`src/rtl/mod_updown_counter_pkg.sv`:
```
// Shared definitions for the modulo up/down counter.
//   UP / DOWN : values of the up_dn direction input
//   WRAP / SAT: values of the sat boundary-mode input
//   clamp_max : limits a value to an upper bound (used to clamp load_val to MODULUS-1)
package mod_updown_counter_pkg;

    localparam logic UP   = 1'b1;
    localparam logic DOWN = 1'b0;

    localparam logic WRAP = 1'b0;
    localparam logic SAT  = 1'b1;

    // Computed in 32 bits so MODULUS-1 is representable even when MODULUS = 2**16.
    function automatic int unsigned clamp_max(input int unsigned val, input int unsigned max_val);
        return (val > max_val) ? max_val : val;
    endfunction

endpackage

```
`src/rtl/mod_updown_counter_counter_reg.sv`:
```
// WIDTH-bit D register with asynchronous active-high reset.
//   clk   : rising-edge clock
//   RESET : asynchronous active-high reset, forces q to 0
//   d     : next value
//   q     : registered value
module counter_reg #(
    parameter int unsigned WIDTH = 4
) (
    input  logic             clk,
    input  logic             RESET,
    input  logic [WIDTH-1:0] d,
    output logic [WIDTH-1:0] q
);

    always_ff @(posedge clk or posedge RESET) begin
        if (RESET) begin
            q <= '0;
        end else begin
            q <= d;
        end
    end

endmodule

```
`src/rtl/mod_updown_counter.sv`:
```
// Modulo-MODULUS up/down counter with wrap/saturate boundary modes.
//   clk      : clock, all state changes on the rising edge
//   RESET    : asynchronous active-high reset (q=0, wrap=0)
//   en       : count enable
//   up_dn    : 1 = increment, 0 = decrement
//   sat      : 1 = saturate at the boundary, 0 = wrap around
//   clr      : synchronous clear (highest priority)
//   load     : synchronous load of load_val (clamped to MODULUS-1)
//   load_val : value to load
//   q        : current count, always within 0..MODULUS-1
//   tc       : terminal count, en and at the boundary in the current direction
//   wrap     : registered pulse, high in the cycle after a wrap-around edge
//   at_max   : q == MODULUS-1
//   at_zero  : q == 0
module mod_updown_counter
    import mod_updown_counter_pkg::*;
#(
    parameter int unsigned WIDTH   = 4,
    parameter int unsigned MODULUS = 10
) (
    input  logic             clk,
    input  logic             RESET,
    input  logic             en,
    input  logic             up_dn,
    input  logic             sat,
    input  logic             clr,
    input  logic             load,
    input  logic [WIDTH-1:0] load_val,
    output logic [WIDTH-1:0] q,
    output logic             tc,
    output logic             wrap,
    output logic             at_max,
    output logic             at_zero
);

    localparam logic [WIDTH-1:0] MaxVal = WIDTH'(MODULUS - 1);

    logic [WIDTH-1:0] count_d, count_q;
    logic             wrap_d, wrap_q;

    assign at_max  = (count_q == MaxVal);
    assign at_zero = (count_q == '0);
    assign tc      = en & ((up_dn & at_max) | (~up_dn & at_zero));

    // Priority clr > load > en; wrap_d defaults low so only a wrap-around edge raises it.
    always_comb begin
        count_d = count_q;
        wrap_d  = 1'b0;
        if (clr) begin
            count_d = '0;
        end else if (load) begin
            count_d = WIDTH'(clamp_max(32'(load_val), MODULUS - 1));
        end else if (en) begin
            if (up_dn == UP) begin
                if (at_max) begin
                    if (sat == WRAP) begin
                        count_d = '0;
                        wrap_d  = 1'b1;
                    end
                end else begin
                    count_d = count_q + WIDTH'(1);
                end
            end else begin
                if (at_zero) begin
                    if (sat == WRAP) begin
                        count_d = MaxVal;
                        wrap_d  = 1'b1;
                    end
                end else begin
                    count_d = count_q - WIDTH'(1);
                end
            end
        end
    end

    counter_reg #(
        .WIDTH(WIDTH)
    ) u_count_reg (
        .clk  (clk),
        .RESET(RESET),
        .d    (count_d),
        .q    (count_q)
    );

    // wrap is registered alongside the count so it coincides with the post-wrap value.
    counter_reg #(
        .WIDTH(1)
    ) u_wrap_reg (
        .clk  (clk),
        .RESET(RESET),
        .d    (wrap_d),
        .q    (wrap_q)
    );

    assign q    = count_q;
    assign wrap = wrap_q;

endmodule
```
`config.mk`:
```
export PLATFORM = sky130hd
export DESIGN_NAME = mod_updown_counter
export DESIGN_NICKNAME = d
export VERILOG_FILES = /design/src/rtl/mod_updown_counter_pkg.sv /design/src/rtl/mod_updown_counter_counter_reg.sv /design/src/rtl/mod_updown_counter.sv
export SDC_FILE = /design/constraint.sdc
export NUM_CORES = 1
export LEC_CHECK = 0
export CORE_AREA = 2 2 39 41
export CTS_BUF_LIST = sky130_fd_sc_hd__clkbuf_16
export CTS_CLUSTER_DIAMETER = 50
export CTS_CLUSTER_SIZE = 8
export DETAILED_ROUTE_END_ITERATION = 10
export DIE_AREA = 0 0 41 43
export GPL_TIMING_DRIVEN = 0
export PLACE_DENSITY_LB_ADDON = 0.25
export SETUP_SLACK_MARGIN = 0.05
export SLEW_MARGIN = 15
export SYNTH_ARGS = -nofsm -noshare
export SYNTH_HDL_FRONTEND = slang
export SYNTH_SLANG_ARGS = --single-unit
```
`constraint.sdc`:
```
create_clock -name clk -period 2.2 [get_ports clk]
set_input_delay 0.33 -clock clk [delete_from_list [all_inputs] [get_ports clk]]
set_output_delay 0.33 -clock clk [all_outputs]
set_load 0.03 [all_outputs]
```
==> flow_summary.yaml <==
yosys:
  netlist_instances: 64
  synth-compound-area-share_pct: 26.1
  yosys-mux-area-fraction_pct: 4.35
  post_synth_xor_area_fraction_pct: 0
  ys_ff_latch: 5
  synthAdderAreaFrac_pct: 7.67
  synth_warnings: 0
  avgSynthCellArea_um2: 7.64
  yosys.area_share.simple_pct: 29.2
  synth_top_family_by_area: "simple AND/OR/NAND/NOR gates"
  ys_seq_area_share_pct: 25.6
  syn_area_um2: 489
  syn-num-nets: 78
  ys_types: 27
worst_setup_path:
  crit_buf_inv: 1
  start_kind: "flip-flop"
  crit_arrival_ns: 1.75
  cp_slowest_stage_delay_ns: 0.45
  crit_chain: "ha_2 > and3b_2 > mux2_2 > and2_1 > clkbuf_4"
  critical_path.slowest_cell: "dfrtp_2"
  crit_path_end_kind: "output port"
  path_max_fanout: 8
  required_ns: 1.87
  path_delay_family: "flip-flops"
  crit_type: "reg -> out"
cts:
  clkSinkCount: 5
  tritoncts: "built"
  clk_latency_ns: 0.23
  h-tree-depth: 1
  clockBufferDepth: 2
  cts_root_buffer: "clkbuf_16"
  hold_buffers: 0
  cts_made_buffers: 3
  clk_pin_slew_ns: 0.03
layout:
  final_area_um2: 796
  n_antenna_cell: 0
  final_nets: 104
  mostFrequentLayoutCells: "clkdlybuf4s50_1, a21oi_1, nand2_1"
  syn2layout_area_growth_pct: 62.7
  drive_gt1_share_pct: 22.5
  mostFrequentLayoutCell: "clkdlybuf4s50_1"
  nFillCells: 130
sta:
  layout_setup_ws_ns: 0.116
  tightest_slew_ns: 0.422
  relSlewSlack_pct: 71.9
  fin_skew_ns: 0.00199
  rsz0062_at_grt: "no"
  finalMaxSlewViolations: 0
  fmax_mhz: 480
  min_period_ns: 2.08
  report.final.hold_viol_count: 0
  setup_viol: 0
  finalCritPeriodShare_pct: 94.7
global_routing:
  grtUsageTotal_pct: 17.6
  antenna_found_initial: 0
  grt_pass1_vias: 518
  grt-ovfl-total: 0
  grt_pass1_wl_mm: 2.09
  grt_max_degree: 11
detailed_routing:
  drc: 0
  num_vias: 554
  initialDrtViolationCount: 17
  ant_nets: 0
  wirelength_mm: 1.34
  drt_pass1_iterations: 4
  wl_per_cell_um: 12.7
  avgViaCountPerCell: 5.28
pwr:
  power.leakage_nw: 0.357
  irDropWorstVdd_uv: 318
  p_per_area_nw_per_um2: 763
floorplanning:
  num_rows: 14
  core_area_um2: 1380
  fp.dieArea_um2: 1760
  start_util_pct: 35.4
  die_x_um: 41
  die_y_um: 43
  io_pins: 19
placement:
  place_ws_ns: -0.200
  dpl_cell_area_um2: 676
  dpl.hpwl_um: 876
  io_buffers: 16
  finalWeightedCongestion: 0.776
run_status:
  status: "complete, no violations"
job:
  drv_cap: 0
worst_hold_path:
  hold_class: "in -> async"
## per-stage QoR
stage	std cells	hold WS, ns	power (mW)	util, %	TNS (ns)
global placement	96	0.538	0.285	48.8	-0.196
floorplan	64	0.109	0.223	-	0
detailed placement	96	0.554	0.286	48.8	-0.200
finish	105	0.306	0.607	57.5	0
CTS	100	0.320	0.590	54.5	-0.0878
global route	105	0.335	0.638	57.5	0
## state kept, by name, summed over array words and instances (netlist names)
register	cells
u_count_reg.q	4
u_wrap_reg.q	1
## layout make-up
cell class / instances / area, um^2 / share of cell area (%)
buffer: 3 / 12.5 / 1.57
clock buffer: 3 / 75.1 / 9.43
clock inverter: 1 / 3.75 / 0.472
inverter: 6 / 22.5 / 2.83
multi-input combinational: 50 / 342 / 42.9
sequential: 5 / 128 / 16.0
tap: 16 / 20.0 / 2.52
timing repair buffer: 21 / 193 / 24.2
## cells in the mapped netlist (all sizes together)
cell	count	area (um^2)
o31ai	2	20.0
and3b	3	26.3
nor2	3	11.3
nor3	2	10.0
nand2b	2	12.5
a31o	1	8.76
a41oi	1	8.76
or3	2	12.5
a22oi	1	7.51
ha	3	37.5
nand3	2	10.0
buf	1	5.00
nor2b	1	6.26
mux2i	1	10.0
o21bai	2	15.0
dfrtp	5	125
nor4b	1	8.76
mux2	1	11.3
o21ai	4	20.0
nor3b	1	12.5
clkbuf	2	7.51
a21oi	7	35.0
inv	6	22.5
a31oi	2	12.5
nand2	7	26.3
and2	1	6.26
## where the power goes
group	switching [mW]	internal, mW	leakage, nW
combinational	0.0976	0.0915	0.252
sequential	0.0147	0.102	0.0629
clock	0.0657	0.236	0.0423
## metal layers
layer	GRT usage [%]	share of wire (%)
met1	22.4	41
met2	25.0	49
met3	3.14	6.9
met4	13.3	2.5
met5	0	0
## cell families (layout without fill, tap and decap cells)
| family | Yosys count | count (layout) |
|---|---|---|
| flops | 5 | 5 |
| fa+ha+maj | 3 | 3 |
| compound gates | 20 | 20 |
| mux | 2 | 2 |
| simple gates | 25 | 25 |
| buf+inv | 9 | 34 |
## timing repair
item,4_1_cts,5_1_grt
endpoints found under the setup margin,3,2
buffers inserted,0,5
gates resized for setup,6,8
## worst reg2reg max path, stage by stage, from the launching register on
cell	delay [ns]
dfrtp_2	0.43
inv_2	0.09
ha_2	0.22
nor3b_4	0.20
buf_4	0.14
nor3_1	0.04
or3_1	0.37
a21oi_1	0.15
a21oi_1	0.05
## final timing paths
check	startpoint	slack, ns	to	depth (start not counted)
max	u_count_reg.q[0]$_DFFE_PP0P_	0.12	tc	5
min	RESET	0.31	u_count_reg.q[3]$_DFFE_PP0P_	2
max reg2reg	u_count_reg.q[1]$_DFFE_PP0P_	0.38	u_count_reg.q[1]$_DFFE_PP0P_	8
min reg2reg	u_count_reg.q[0]$_DFFE_PP0P_	0.63	u_count_reg.q[0]$_DFFE_PP0P_	2
max in group asynchronous	RESET	1.71	u_count_reg.q[0]$_DFFE_PP0P_	2
min in group clk	u_count_reg.q[0]$_DFFE_PP0P_	0.63	u_count_reg.q[0]$_DFFE_PP0P_	2
Note: power is estimated with default switching activity, not from simulation.
